**src/rtl/twd_pkg.sv**
```systemverilog
// Shared types for the FFT twiddle/butterfly stage scheduler: per-block tag and FSM states.
package twd_pkg;

    localparam int FRAME_BLKS = 16;
    localparam int BLK_W      = $clog2(FRAME_BLKS);

    typedef struct packed {
        logic             valid;
        logic             sof;
        logic             eof;
        logic [BLK_W-1:0] blk;
    } twd_tag_t;

    typedef enum logic [1:0] {
        IDLE  = 2'd0,
        RUN   = 2'd1,
        DRAIN = 2'd2
    } twd_sched_st_e;

    // Builds the tag for a block entering the chain; a bubble carries an all-zero tag.
    function automatic twd_tag_t make_tag(input logic valid, input logic [BLK_W-1:0] blk);
        twd_tag_t t;
        t = '0;
        if (valid) begin
            t.valid = 1'b1;
            t.sof   = (blk == BLK_W'(0));
            t.eof   = (blk == BLK_W'(FRAME_BLKS - 1));
            t.blk   = blk;
        end else begin
            t = '0;
        end
        return t;
    endfunction

endpackage

```
**src/rtl/twd_tag_delay.sv**
```systemverilog
// DEPTH-deep shift register of stage tags with synchronous clear; reports any valid tag inside.
module twd_tag_delay
    import twd_pkg::*;
#(
    parameter int DEPTH = 2
) (
    input  logic     clk,
    input  logic     rstn,
    input  logic     clr,
    input  twd_tag_t d,
    output twd_tag_t q,
    output logic     any_valid
);

    twd_tag_t pipe_r [DEPTH];

    // Tag shift chain; a clear wipes every slot so no stale block survives a flush.
    always_ff @(posedge clk or negedge rstn) begin
        if (!rstn) begin
            for (int i = 0; i < DEPTH; i++) pipe_r[i] <= '0;
        end else if (clr) begin
            for (int i = 0; i < DEPTH; i++) pipe_r[i] <= '0;
        end else begin
            pipe_r[0] <= d;
            for (int i = 1; i < DEPTH; i++) pipe_r[i] <= pipe_r[i-1];
        end
    end

    // Occupancy of this delay segment, used by the scheduler to decide when the chain is empty.
    always_comb begin
        any_valid = 1'b0;
        for (int i = 0; i < DEPTH; i++) any_valid = any_valid | pipe_r[i].valid;
    end

    assign q = pipe_r[DEPTH-1];

endmodule

```
**src/rtl/twd_stage_sched.sv**
```systemverilog
// Twiddle-chain scheduler: counts input blocks into frames, walks a tag down every stage,
// and tracks frame occupancy and completion.
module twd_stage_sched
    import twd_pkg::*;
#(
    parameter int NUM_STAGES = 9,
    parameter int STAGE_LAT  = 2
) (
    input  logic                              clk,
    input  logic                              rstn,
    input  logic                              i_valid,
    input  logic                              i_abort,
    output logic [NUM_STAGES-1:0]             o_stage_valid,
    output logic [NUM_STAGES-1:0][BLK_W-1:0]  o_stage_blk,
    output logic [NUM_STAGES-1:0][1:0]        o_stage_quad,
    output logic [NUM_STAGES-1:0]             o_stage_sof,
    output logic [NUM_STAGES-1:0]             o_stage_eof,
    output logic                              o_busy,
    output logic                              o_frame_done,
    output logic [15:0]                       o_frame_cnt
);

    logic [BLK_W-1:0]      blk_cnt_r;
    twd_sched_st_e         state_r;
    logic                  busy_r;
    logic                  done_r;
    logic [15:0]           frame_cnt_r;
    twd_tag_t              in_tag_s;
    twd_tag_t              stage_in_s  [NUM_STAGES];
    twd_tag_t              stage_tag_s [NUM_STAGES];
    logic [NUM_STAGES-1:0] stage_occ_s;
    logic                  any_valid_s;
    logic                  last_eof_s;

    assign in_tag_s    = make_tag(i_valid, blk_cnt_r);
    assign any_valid_s = |stage_occ_s;
    assign last_eof_s  = stage_tag_s[NUM_STAGES-1].valid & stage_tag_s[NUM_STAGES-1].eof;

    // Stage 0 is a single input register; every later stage adds STAGE_LAT cycles.
    for (genvar k = 0; k < NUM_STAGES; k++) begin : g_stage
        if (k == 0) begin : g_first
            assign stage_in_s[k] = in_tag_s;
        end else begin : g_next
            assign stage_in_s[k] = stage_tag_s[k-1];
        end

        twd_tag_delay #(
            .DEPTH ((k == 0) ? 1 : STAGE_LAT)
        ) u_dly (
            .clk       (clk),
            .rstn      (rstn),
            .clr       (i_abort),
            .d         (stage_in_s[k]),
            .q         (stage_tag_s[k]),
            .any_valid (stage_occ_s[k])
        );

        assign o_stage_valid[k] = stage_tag_s[k].valid;
        assign o_stage_blk[k]   = stage_tag_s[k].blk;
        assign o_stage_quad[k]  = stage_tag_s[k].blk[BLK_W-1 -: 2];
        assign o_stage_sof[k]   = stage_tag_s[k].sof;
        assign o_stage_eof[k]   = stage_tag_s[k].eof;
    end

    // Block index within the frame; wraps naturally because FRAME_BLKS is a power of two.
    always_ff @(posedge clk or negedge rstn) begin
        if (!rstn) begin
            blk_cnt_r <= '0;
        end else if (i_abort) begin
            blk_cnt_r <= '0;
        end else if (i_valid) begin
            blk_cnt_r <= blk_cnt_r + BLK_W'(1);
        end else begin
            blk_cnt_r <= blk_cnt_r;
        end
    end

    // Occupancy FSM; blk_cnt==0 in RUN means the previous block closed a frame.
    always_ff @(posedge clk or negedge rstn) begin
        if (!rstn) begin
            state_r <= IDLE;
            busy_r  <= 1'b0;
        end else if (i_abort) begin
            state_r <= IDLE;
            busy_r  <= 1'b0;
        end else begin
            case (state_r)
                IDLE: begin
                    if (i_valid) begin
                        state_r <= RUN;
                        busy_r  <= 1'b1;
                    end else begin
                        state_r <= IDLE;
                        busy_r  <= 1'b0;
                    end
                end
                RUN: begin
                    busy_r <= 1'b1;
                    if (!i_valid && (blk_cnt_r == BLK_W'(0))) state_r <= DRAIN;
                    else                                      state_r <= RUN;
                end
                DRAIN: begin
                    if (i_valid) begin
                        state_r <= RUN;
                        busy_r  <= 1'b1;
                    end else if (!any_valid_s && (blk_cnt_r == BLK_W'(0))) begin
                        state_r <= IDLE;
                        busy_r  <= 1'b0;
                    end else begin
                        state_r <= DRAIN;
                        busy_r  <= 1'b1;
                    end
                end
                default: begin
                    state_r <= IDLE;
                    busy_r  <= 1'b0;
                end
            endcase
        end
    end

    // Completion pulse and frame counter follow the eof tag leaving the last stage.
    always_ff @(posedge clk or negedge rstn) begin
        if (!rstn) begin
            done_r      <= 1'b0;
            frame_cnt_r <= 16'd0;
        end else if (i_abort) begin
            done_r      <= 1'b0;
            frame_cnt_r <= frame_cnt_r;
        end else if (last_eof_s) begin
            done_r      <= 1'b1;
            frame_cnt_r <= frame_cnt_r + 16'd1;
        end else begin
            done_r      <= 1'b0;
            frame_cnt_r <= frame_cnt_r;
        end
    end

    assign o_busy       = busy_r;
    assign o_frame_done = done_r;
    assign o_frame_cnt  = frame_cnt_r;

endmodule

```
**config.mk**
```make
export PLATFORM = sky130hd
export DESIGN_NAME = twd_stage_sched
export DESIGN_NICKNAME = d
export VERILOG_FILES = /design/src/rtl/twd_pkg.sv /design/src/rtl/twd_tag_delay.sv /design/src/rtl/twd_stage_sched.sv
export SDC_FILE = /design/constraint.sdc
export NUM_CORES = 1
export LEC_CHECK = 0
export ABC_CLOCK_PERIOD_IN_PS = 1200
export BUFFER_PORTS_ARGS = -buffer_cell sky130_fd_sc_hd__buf_4
export CAP_MARGIN = 10
export CORE_ASPECT_RATIO = 0.7
export CORE_MARGIN = 2
export CORE_UTILIZATION = 25
export DETAILED_ROUTE_END_ITERATION = 7
export PLACE_DENSITY = 0.53
export SETUP_SLACK_MARGIN = 0.1
export SLEW_MARGIN = 20
export SYNTH_ARGS = -nofsm -noshare
export SYNTH_HDL_FRONTEND = slang
export SYNTH_SLANG_ARGS = --single-unit
```
**constraint.sdc**
```tcl
create_clock -name clk -period 1.2 [get_ports clk]
set_input_delay 0.06 -clock clk [delete_from_list [all_inputs] [get_ports clk]]
set_output_delay 0.06 -clock clk [all_outputs]
set_load 0.02 [all_outputs]
```
==> summary.txt <==
Synthesis
  • Synth cell types: 31
  • Mapped Area: 0.00548 mm²
  • #FFs+latches synth: 143
  • EDFF count, synth: 0
  • Share of the synthesized area in the top cell type: 65.3%
  • Synth Warn #: 0
  • Dominant cells by area after synthesis: dfrtp_1 (65%), nor2b_1 (13%), buf_4 (10%), xnor2_1 (2.2%), clkbuf_1 (0.89%)
  • Synth Area per Inst: 12.9 µm²
  • Synth Instances: 425
  • Post-synth top area cell: dfrtp_1
  • Sequential fraction of the synthesis area: 65.3%
  • Main synth FF type: dfrtp_1
  • Top cells by count, synth: dfrtp_1 (143), nor2b_1 (114), buf_4 (75)
  • Count leader, synth: dfrtp_1
  • Asr flop ratio synth: 100%
  • Post-synth net total: 432

Floorplanning
  • Die height: 128 µm
  • Core Box Area: 0.0216 mm²
  • Starting Density: 25.3%
  • # rows: 45
  • Die W: 181 µm
  • Die area: 0.0231 mm²
  • Io pins: 103

Clocking
  • H-tree Lvls: 4
  • CTS Buf Count: 17
  • CTS Sinks: 143
  • Root Buffer: clkbuf_16
  • CTS tree: built
  • Clock slew seen by the registers of the worst setup and hold paths: 0.06 ns
  • Worst skew pair latency: 0.42 ns
  • Clock buffer depth: 2

Timing
  • # setup viols final: 16
  • Final worst setup slack: -0.168 ns
  • Fmax: 0.731 GHz
  • Relative slew slack: 74.0%
  • Measured slew at the worst slew-check pin: 0.391 ns
  • Fin. Hold Viols: 0
  • Post-route clock skew: 0.00633 ns
  • Max-slew violations: 0
  • RSZ-0062 raised after global routing: yes
  • Fin crit share: 114%
  • Fin crit period: 1.37 ns

Global route
  • Vias in the first global route: 3,288
  • Grt ovf: 0
  • Initial antenna violation count: 0
  • Largest net degree at the start of global routing: 47
  • First-pass GRT wire length: 18.0 mm
  • Total track usage: 10.4%

Critical path
  • CP Launch Point: o_frame_cnt[0]
  • Worst flop-to-flop path startpoint: o_frame_cnt[0]
  • R2r setup slk: -0.17 ns
  • Crit path DAT: 1.67 ns
  • CP required: 1.50 ns
  • Critical path endpoint category: register
  • CP Max Fanout: 4
  • Startpoint types: register
  • Critical setup path kind: reg2reg

Power and ir drop
  • LEAKAGE: 0.00382 µW
  • Worst VDD drop: 0.864 mV
  • Power per Cell Area: 1480 mW/mm²

Run status
  • Status: complete, but fails checks
  • Violations in the final reports: negative setup slack

Drt
  • DR vias: 3,093
  • Vias per cell: 3.80
  • WL/cell: 13.7 µm
  • Post-route DRC: 0
  • Remaining antenna violation count: 0
  • Initial DRT Pass Iterations: 4
  • 1st-iter DRT viols: 147
  • Max layer used: met4
  • M1 wire length: 5.26 mm
  • Drt total wl: 11.1 mm
  • Met3 WL: 767 µm
  • Met2 wire length: 4.90 mm

Run
  • Max-Cap Viols: 0

Finish
  • Fin util: 34.9%
  • Layout area overhead: 37.6%
  • Ant. Diodes: 0
  • Nets: 527
  • Share of post-route cells with drive strength above 1: 43.5%
  • Fin cells: 815

Placement
  • PortBufs: 102
  • DP HPWL: 7.27 mm
  • Post-place setup slack: -0.229 ns
  • RePlAce Congestion: 0.791
  • DP Cell Count: 759

Min path
  • HP Class: in2reg
  • Hold wc startpoint: i_abort
through the flow:
step	cell area [µm²]	hold WS, ns	power, µW	setup TNS, ns
floorplan	5520	-0.236	5090	-0.538
global placement	6380	-0.00495	5310	-0.702
detailed placement	6380	-0.000709	5320	-1.35
CTS	7450	0.0872	11400	-1.76
global route	7540	0.110	11600	-2.59
finish	7540	0.104	11200	-1.54
timing repair:
| action | in CTS | in global routing |
|---|---|---|
| hold endpoints to repair | 148 | 0 |
| resized for setup | 62 | 24 |
| hold buffers | 3 | 0 |
| pin swaps | 22 | 15 |
| endpoints found under the setup margin | 41 | 48 |
| setup buffers | 19 | 16 |
final timing paths:
check | end | cells past startpoint
worst max-delay path | o_frame_cnt[14] | 5
worst min-delay path | g_stage[8].u_dly.pipe_r[13] | 3
worst max register to register | o_frame_cnt[14] | 5
worst min register to register | g_stage[5].u_dly.q[0] | 1
max in group asynchronous | g_stage[5].u_dly.q[1] | 3
min in group asynchronous | g_stage[5].u_dly.q[5] | 2
cell families after synthesis:
| kind of cell | share of synthesized area (%) |
|---|---|
| flops | 65.3 |
| buf+inv | 11.5 |
| mux | 0.388 |
| fa+ha+maj | 0.685 |
| xor+xnor | 2.88 |
| simple gates | 18.5 |
| compound gates | 0.685 |
critical path, stage by stage, from the launching register on:
cell	delay (ns)
dfrtp_2	0.41
ha_4	0.15
nand4b_1	0.18
nor4_4	0.26
nand2_1	0.12
xnor2_1	0.14
layout by cell type, fill, tap and decap left out, types with 2 or more instances in the layout:
cell,netlist,layout
clkbuf_16,0,17
nor4_2,1,3
nand3_1,3,2
buf_6,0,51
xnor2_1,14,12
and2_1,4,4
nand2_1,9,4
nor2_1,9,5
xor2_1,4,3
dfrtp_1,143,132
nand4b_1,2,2
dfrtp_2,0,11
clkbuf_8,0,4
buf_12,0,5
clkinvlp_4,0,2
xnor2_2,0,2
nand4_1,6,6
and3_1,3,3
nor2_4,0,3
ha_4,0,2
inv_1,3,3
nand2_2,0,4
bufinv_16,0,5
dlygate4sd3_1,0,3
buf_4,75,106
clkbuf_1,13,2
nor4_4,1,2
nor2b_1,114,114
state kept, by name, indices dropped and copies added, names as in the netlist:
register                 cells
g_stage.u_dly.any_valid      1
blk_cnt_r                    4
o_busy                       1
o_frame_cnt                 16
g_stage.u_dly.q             62
state_r                      2
g_stage.u_dly.pipe_r        56
o_frame_done                 1
cell type report:
| class | count | area (µm²) |
|---|---|---|
| Fill cell | 2113 | 14100 |
| Sequential cell | 143 | 3590 |
| Timing Repair Buffer | 165 | 1500 |
| Multi-Input combinational cell | 189 | 1410 |
| Clock buffer | 23 | 488 |
| Tap cell | 282 | 353 |
| Clock inverter | 9 | 179 |
| Inverter | 4 | 17.5 |
per-layer routing:
metal	GRT usage [%]	up-vias
li1	-	1448
met1	13.8	1543
met2	14.6	81
met3	4.49	21
met4	4.50	0
met5	0	-
power by group:
part	internal (µW)	leakage (µW)	total, µW	switching (µW)
Sequential	4850	0.00197	4870	20.7
Clock	3910	0.000320	5910	2000
Combinational	143	0.00153	390	246
Power figures use the tool's default switching activity.
